## src/rtl/writeback_queue.sv

```systemverilog
// writeback_queue: in-order write-back buffer in front of the 32x32 register file.
// It accepts ALU and load results, holds them in a circular FIFO and commits at
// most one of them to the register file on each clock edge. It also gives
// forwarding of the youngest queued write for one register index.
//
// Ports:
//   clock, reset              rising-edge clock, synchronous active-high reset
//   alu_valid/reg/data/ready  ALU result handshake
//   mem_valid/reg/data/ready  load result handshake (has priority over the ALU)
//   hold                      register-file write port busy; blocks the drain
//   WriteReg/WriteData        head entry sent to the register file (0 when empty)
//   RegWrite                  the head entry commits at this edge
//   fwd_reg/fwd_hit/fwd_data  forwarding lookup over the queued entries
//   count                     number of occupied entries
module writeback_queue #(
    parameter int unsigned DATA_W = 32,
    parameter int unsigned ADDR_W = 5,
    parameter int unsigned DEPTH  = 4
) (
    input  logic                     clock,
    input  logic                     reset,
    input  logic                     alu_valid,
    input  logic [ADDR_W-1:0]        alu_reg,
    input  logic [DATA_W-1:0]        alu_data,
    output logic                     alu_ready,
    input  logic                     mem_valid,
    input  logic [ADDR_W-1:0]        mem_reg,
    input  logic [DATA_W-1:0]        mem_data,
    output logic                     mem_ready,
    input  logic                     hold,
    output logic [ADDR_W-1:0]        WriteReg,
    output logic [DATA_W-1:0]        WriteData,
    output logic                     RegWrite,
    input  logic [ADDR_W-1:0]        fwd_reg,
    output logic                     fwd_hit,
    output logic [DATA_W-1:0]        fwd_data,
    output logic [$clog2(DEPTH):0]   count
);

    localparam int unsigned PTR_W = $clog2(DEPTH);
    localparam int unsigned CNT_W = PTR_W + 1;

    logic [ADDR_W-1:0] ent_reg  [DEPTH];
    logic [DATA_W-1:0] ent_data [DEPTH];
    logic [PTR_W-1:0]  rd_ptr;
    logic [PTR_W-1:0]  wr_ptr;

    logic              not_full;
    logic              take_mem;
    logic              take_alu;
    logic              push;
    logic              pop;
    logic [ADDR_W-1:0] enq_reg;
    logic [DATA_W-1:0] enq_data;

    // Handshake and enqueue selection. The readies look only at the registered
    // count, so a pop in the same cycle does not free a slot early.
    always_comb begin
        not_full  = (count != CNT_W'(DEPTH));
        mem_ready = not_full;
        alu_ready = not_full && !mem_valid;
        take_mem  = mem_valid && not_full;
        take_alu  = alu_valid && alu_ready;
        enq_reg   = take_mem ? mem_reg  : alu_reg;
        enq_data  = take_mem ? mem_data : alu_data;
        // Writes to r0 finish the handshake but are dropped.
        push      = (take_mem || take_alu) && (enq_reg != '0);
    end

    // Drain the head entry to the register file.
    always_comb begin
        RegWrite  = (count != '0) && !hold;
        pop       = RegWrite;
        WriteReg  = '0;
        WriteData = '0;
        if (count != '0) begin
            WriteReg  = ent_reg[rd_ptr];
            WriteData = ent_data[rd_ptr];
        end
    end

    // Walk the entries from oldest to youngest so that the youngest match wins.
    // The head is searched even in the cycle it commits.
    always_comb begin
        logic [PTR_W-1:0] idx;
        fwd_hit  = 1'b0;
        fwd_data = '0;
        idx      = '0;
        for (int unsigned i = 0; i < DEPTH; i++) begin
            idx = rd_ptr + PTR_W'(i);
            if ((CNT_W'(i) < count) && (fwd_reg != '0) && (ent_reg[idx] == fwd_reg)) begin
                fwd_hit  = 1'b1;
                fwd_data = ent_data[idx];
            end
        end
    end

    // Pointers and occupancy. The pointers wrap naturally because DEPTH is a power of two.
    always_ff @(posedge clock) begin
        if (reset) begin
            rd_ptr <= '0;
            wr_ptr <= '0;
            count  <= '0;
        end else begin
            if (push) begin
                wr_ptr <= wr_ptr + PTR_W'(1);
            end
            if (pop) begin
                rd_ptr <= rd_ptr + PTR_W'(1);
            end
            count <= count + CNT_W'(push) - CNT_W'(pop);
        end
    end

    // Entry storage has no reset; only the pointers and count define which entries are valid.
    always_ff @(posedge clock) begin
        if (push && !reset) begin
            ent_reg[wr_ptr]  <= enq_reg;
            ent_data[wr_ptr] <= enq_data;
        end
    end

endmodule

```

## config.mk

```make
export PLATFORM = sky130hd
export DESIGN_NAME = writeback_queue
export DESIGN_NICKNAME = d
export VERILOG_FILES = /design/src/rtl/writeback_queue.sv
export SDC_FILE = /design/constraint.sdc
export NUM_CORES = 1
export LEC_CHECK = 0
export ABC_AREA = 1
export CELL_PAD_IN_SITES_DETAIL_PLACEMENT = 1
export CELL_PAD_IN_SITES_GLOBAL_PLACEMENT = 1
export CORE_MARGIN = 8
export CORE_UTILIZATION = 37
export DETAILED_ROUTE_END_ITERATION = 10
export PLACE_DENSITY = 0.85
export SLEW_MARGIN = 20
export SYNTH_ARGS = -nofsm -noshare
export SYNTH_HDL_FRONTEND = slang
export SYNTH_SLANG_ARGS = --single-unit
```

## constraint.sdc

```tcl
create_clock -name clock -period 3.8 [get_ports clock]
set_clock_uncertainty 0.1 [all_clocks]
set_input_delay 0.57 -clock clock [delete_from_list [all_inputs] [get_ports clock]]
set_output_delay 0.57 -clock clock [all_outputs]
set_load 0.02 [all_outputs]
```

== Word-level counts from Yosys, hierarchy flattened ==
Memory sizes are Yosys's and may differ from the RTL's. A register that Yosys moved wholly into a read port is not among the register bits.
Index checks and enable logic that the tools add are counted.

* Add/subtract/negate cells: 6
* $mul: 0
* Divide/modulo/power cells: 0
* Magnitude comparators: 4
* Eq/ne operators: 5
* Shift operators: 0
* Mux-type cells: 18
* Bitwise operators: 0
* Reductions and logical operators: 21

{| class="wikitable"
|+ Operators by type and width
! kind !! number
|-
| $mux W32 || 6
|-
| $eq A5 B5 Y1 || 4
|-
| $logic_and A1 B1 Y1 || 14
|-
| $mux W5 || 2
|-
| $reduce_bool A5 Y1 || 2
|-
| $mux W2 || 4
|-
| $lt A1 B3 Y1 const A || 2
|-
| $lt A2 B3 Y1 const A || 2
|-
| $mux W1 || 6
|-
| $add A2 B1 Y2 const B || 2
|-
| $add A2 B2 Y2 const B || 2
|-
| $add A3 B1 Y3 || 1
|-
| $logic_not A1 Y1 || 3
|-
| $ne A3 B3 Y1 const B || 1
|-
| $reduce_bool A3 Y1 || 1
|-
| $sub A3 B1 Y3 || 1
|-
| $logic_or A1 B1 Y1 || 1
|}

* Flip-flop bits (word level): 7
* Bits in latches: 0
* RAM bits: 148
* ROM bits: 0
* Input bits: 84
* Output and inout port bits: 76
* Word-level logic and storage cells: 59
* Memories: 2

{| class="wikitable"
|+ Memories
! memory !! words !! bits a word !! read ports !! clocked after memory_dff !! write ports !! RTL line !! text
|-
| ent_data || 4 || 32 || 4 || 1 || 1 || 44 || <nowiki>logic [DATA_W-1:0] ent_data [DEPTH];</nowiki>
|-
| ent_reg || 4 || 5 || 4 || 1 || 1 || 43 || <nowiki>logic [ADDR_W-1:0] ent_reg [DEPTH];</nowiki>
|}

== Logic depth before layout (Yosys ltp) ==
* Word-level depth: 8
* Mapped depth: 16
* Mapped depth without buffers: 14

== Worst setup path before layout ==
Ideal clock, no wire load.

* Path type: reg-to-reg
* Start point: register count[1]
* End point: memory ent_data[0][0], enable pin
* Library setup time: 0.431 ns
* Arrival: 3.368 ns
* Required time: 3.269 ns
* Path slack: -0.099 ns
* Cell stages (with the launch flop): 13
* Buffers on the path: 1
* Period minus slack after synthesis: 3.899 ns
* Cell sequence: dfxtp_1 inv_1 nand3_1 nand2_1 buf_2 nand2_1 nand2_1 nor2_1 nand3_1 o211ai_1 inv_1 nand2_1 nor2_1

* Word-level cells in the longest chain between the ends: 8
* Elaborated cells on any way between the ends: 11
* Those cells by class: 1 x eq/ne; 3 x mux; 7 x reduce/logical

{| class="wikitable"
|+ RTL lines
! item !! RTL line !! text
|-
| start: declaration || 37 || <nowiki>output logic [$clog2(DEPTH):0] count</nowiki>
|-
| start signal: assignment || 111 || <nowiki>count <= count + CNT_W'(push) - CNT_W'(pop);</nowiki>
|-
| $ne A3 B3 Y1 || 59 || <nowiki>not_full = (count != CNT_W'(DEPTH));</nowiki>
|-
| named net mem_ready || 29 || <nowiki>output logic mem_ready,</nowiki>
|-
| $logic_and A1 B1 Y1 || 62 || <nowiki>take_mem = mem_valid && not_full;</nowiki>
|-
| $mux W5 || 64 || <nowiki>enq_reg = take_mem ? mem_reg : alu_reg;</nowiki>
|-
| named net enq_reg[1] || 53 || <nowiki>logic [ADDR_W-1:0] enq_reg;</nowiki>
|-
| $reduce_bool A5 Y1 || 67 || <nowiki>push = (take_mem || take_alu) && (enq_reg != '0);</nowiki>
|-
| $logic_and A1 B1 Y1 || 67 ||
|-
| $logic_and A1 B1 Y1 || 117 || <nowiki>if (push && !reset) begin</nowiki>
|-
| $mux W1 || 117 ||
|-
| $mux W1 (not written as such) || 119 || <nowiki>ent_data[wr_ptr] <= enq_data;</nowiki>
|-
| end: declaration || 44 ||
|}

The timed path passes the listed nets, and every way through them passes these cells.

== Final worst setup path ==
* Start point: register rd_ptr[0]
* End point: output fwd_data[5]

* Word-level cells in the longest chain between the ends: 7
* Elaborated cells on any way between the ends: 14
* Those cells by class: 3 x add/sub; 3 x eq/ne; 3 x mux; 3 x reduce/logical; 2 x memory

{| class="wikitable"
|+ RTL lines
! item !! RTL line !! text
|-
| start: declaration || 45 || <nowiki>logic [PTR_W-1:0] rd_ptr;</nowiki>
|-
| start signal: assignment || 109 || <nowiki>rd_ptr <= rd_ptr + PTR_W'(1);</nowiki>
|-
| $add A2 B1 Y2 || 90 || <nowiki>idx = rd_ptr + PTR_W'(i);</nowiki>
|-
| $mem_v2 Z4 W5 || -- ||
|-
| $eq A5 B5 Y1 || 91 || <nowiki>if ((CNT_W'(i) < count) && (fwd_reg != '0) && (ent_reg[idx] == fwd_reg)) begin</nowiki>
|-
| $logic_and A1 B1 Y1 || 91 ||
|-
| $mux W32 (2 in a row) || 91 ||
|-
| $mux W32 (*) || 91 ||
|-
| end: declaration || 36 || <nowiki>output logic [DATA_W-1:0] fwd_data,</nowiki>
|}

Every way passes the cells marked *; elsewhere a longest branch is shown, timed or not.

==> run summary <==
Final slew viol count - 0
Worst path slowest cell - dfxtp_4
Vias in the first global route - 12.5k
Placed inst area - 13500 um2
Slew at the pin closest to its max-slew limit - 0.683 ns
NetSw - 4770 uW
Slew headroom - 54.4%
CTS root buf - clkbuf_16
Hpwl dp - 29.9 mm
Routed WL - 43.9 mm
Commonest non-fill, non-tap cells in the layout - nand2_1, nor2_1, edfxtp_1
Achievable Freq - 271 MHz
CTS tree - done
Sink Count - 157
Critical Path RT - 3.13 ns
Layout area overhead - 26.3%
CTS Buf Count - 17
Iteration count of the initial detailed-routing pass - 5
Final std cells w/o fill - 2015
HP Class - flop to flop
Placed Cells - 1982
Startpoint types - flop
Port Buffers - 159
Comb pwr share - 58.8%
Final Critical Period - 3.69 ns
Worst Path Arrival - 3.02 ns
Critical path's most frequent cell - nand2_1
Ys Warns - 0
Number of synthesized register bits - 157
WP buf/inv - 5
Outcome - finished, final reports clean
Routed met2 length - 21.9 mm
Sequential-to-total area share from yosys stat - 41.5%
Cells after synthesis - 1477
Routed length per instance - 21.8 um
Post-CTS Hold Buffers - 0
Drt drc - 0
Row count - 63
WL met1 - 17.3 mm
Skew-Pair Late Insertion Delay - 0.44 ns
Reg power frac - 23.5%
Max reg flops - 128
Max H-tree Level - 4
Design Area, Final - 14100 um2
Distinct cells, synth - 31
DRT iter0 DRCs - 976
P per Cell Area - 707 nW/um2
Worst-path clk slew - 0.06 ns
Top Layer Used - met4
GRT Total Usage - 23.9%
Antenna violations before repair - 0
DRT antenna net count - 0
Clk pwr share - 17.6%
Vias - 11.8k
Setup crit end kind - output port
Die width - 189 um
First-pass GRT wire length - 68.2 mm
Synth Area per Inst - 7.54 um2
Largest net degree at the start of global routing - 73
P_int - 5180 uW
Critical path, cell by cell - inv_2 > buf_4 > o21ai_1 > nand2_1 > nand2_1 > o21ai_1 > nor2_1 > nand2_1 > nor2_4 > buf_4 > buf_12 > nor2_1 > a21oi_1 > dlygate4sd2_1
IR drop worst, VDD - 0.000357 V
Count of final hold-check violations - 0
Crit Path Max Fanout - 14
Grt total ovfl - 0
DR vias/cell - 5.88
Most common cell after layout, fill and taps aside - nand2_1
Share of cells above drive strength 1 - 10.3%
Max-cap viol count - 0
Antenna Cells - 0
Sw Share - 48.0%
Die ar. - 35900 um2
Met3 wire len - 3.30 mm
Synth Net Count - 1570
GP Congestion - 0.914
# IOs - 160
Chip height - 189 um
Crit path max-delay family - buffers and inverters
LEAKAGE - 0.00587 uW
Max stage delay on crit path - 0.47 ns
Mapped Area - 11100 um2
Final clock period utilization by the worst path - 97.1%
Setup CP Type - flop to output port
Clock buffer depth - 2
Final setup viols - 0
Initial Util - 37.6%
Core box area - 29600 um2
Fin nets - 1706
==> power by group through the flow <==
stage	Sequential [uW]	Clock [uW]	Combinational (uW)
2_1_floorplan	2330	0	3410
6_report	2340	1760	5850
3_3_place_gp	2360	0	5570
3_5_place_dp	2380	0	5750
4_1_cts	2330	1780	5780
5_1_grt	2360	1830	6280
==> metal layers <==
metal	track usage (%)	vias up
met5	0	-
met4	10.6	0
met3	4.38	124
met2	41.5	565
met1	28.4	5800
li1	-	5353
==> stage by stage <==
step	power (uW)	hold WS, ns	TNS (ns)	worst slack, ns	utilization (%)
6_report	9950	0.443	0	0.111	47.5
5_1_grt	10500	0.496	-0.0304	-0.0109	47.5
3_5_place_dp	8130	0.436	-0.181	-0.0589	45.5
3_3_place_gp	7930	0.418	-0.0114	-0.0114	45.5
2_1_floorplan	5740	0.399	-14.65	-0.0990	-
4_1_cts	9890	0.444	0	0.0377	47.5
==> path summary, 6_finish.rpt <==
check             slack (ns)  cells after the start  startpoint              end
setup / recovery        0.11                     14   rd_ptr[0]      fwd_data[5]
hold / removal          0.44                      2   wr_ptr[1]        wr_ptr[1]
setup reg to reg        0.46                     12    count[1]  ent_data[0][17]
hold reg to reg         0.44                      2   wr_ptr[1]        wr_ptr[1]
==> synthesized netlist by cell type <==
master / number / area, um2
a21oi_1: 71 / 355
a221oi_1: 32 / 280
a31oi_1: 1 / 6.26
a32oi_1: 32 / 280
and3b_1: 1 / 8.76
buf_1: 12 / 45.0
buf_2: 35 / 175
buf_4: 3 / 22.5
buf_6: 5 / 56.3
clkbuf_1: 57 / 214
dfxtp_1: 9 / 180
edfxtp_1: 148 / 4440
fa_1: 1 / 20.0
ha_1: 8 / 100
inv_1: 133 / 499
inv_2: 3 / 11.3
mux2_2: 32 / 360
mux2i_1: 32 / 320
nand2_1: 377 / 1420
nand2_2: 3 / 18.8
nand3_1: 101 / 505
nand3_2: 1 / 10.0
nand4_1: 65 / 407
nor2_1: 164 / 616
nor2_2: 2 / 12.5
nor2_4: 2 / 22.5
nor3_1: 1 / 5.00
o211ai_1: 1 / 7.51
o21ai_0: 138 / 691
o21ai_1: 5 / 25.0
xor2_1: 2 / 17.5
==> worst reg2reg max path: stages (launching register included) <==
cell and delay (ns):
dfxtp_1 0.35, inv_1 0.17, nand3_1 0.28, nand2_2 0.27
nand2_1 0.08, nand2_1 0.20, nor2_1 0.07, nand3_1 0.08
o211ai_1 0.23, inv_1 0.18, nand2_1 0.18, nor2_4 0.57
buf_12 0.25
==> repair_timing <==
action,4_1_cts,5_1_grt
gates resized for setup,35,26
setup buffers,2,0
endpoints found under the setup margin,33,20
pin swaps,0,0
==> kinds of logic after synthesis <==
family / share of synthesized area (%)
compound gates: 14.8
xor+xnor: 0.157
fa+ha+maj: 1.08
buf+inv: 9.19
flops: 41.5
mux: 6.11
simple gates: 27.1
==> layout make-up <==
| cell class | count | area (um2) |
|---|---|---|
| Fill cell | 3656 | 15600 |
| Multi-Input combinational cell | 1072 | 5580 |
| Sequential cell | 157 | 4630 |
| Timing Repair Buffer | 229 | 2260 |
| Inverter | 136 | 510 |
| Tap cell | 390 | 488 |
| Clock buffer | 18 | 429 |
| Clock inverter | 13 | 164 |
(Power assumes the default switching activity.)
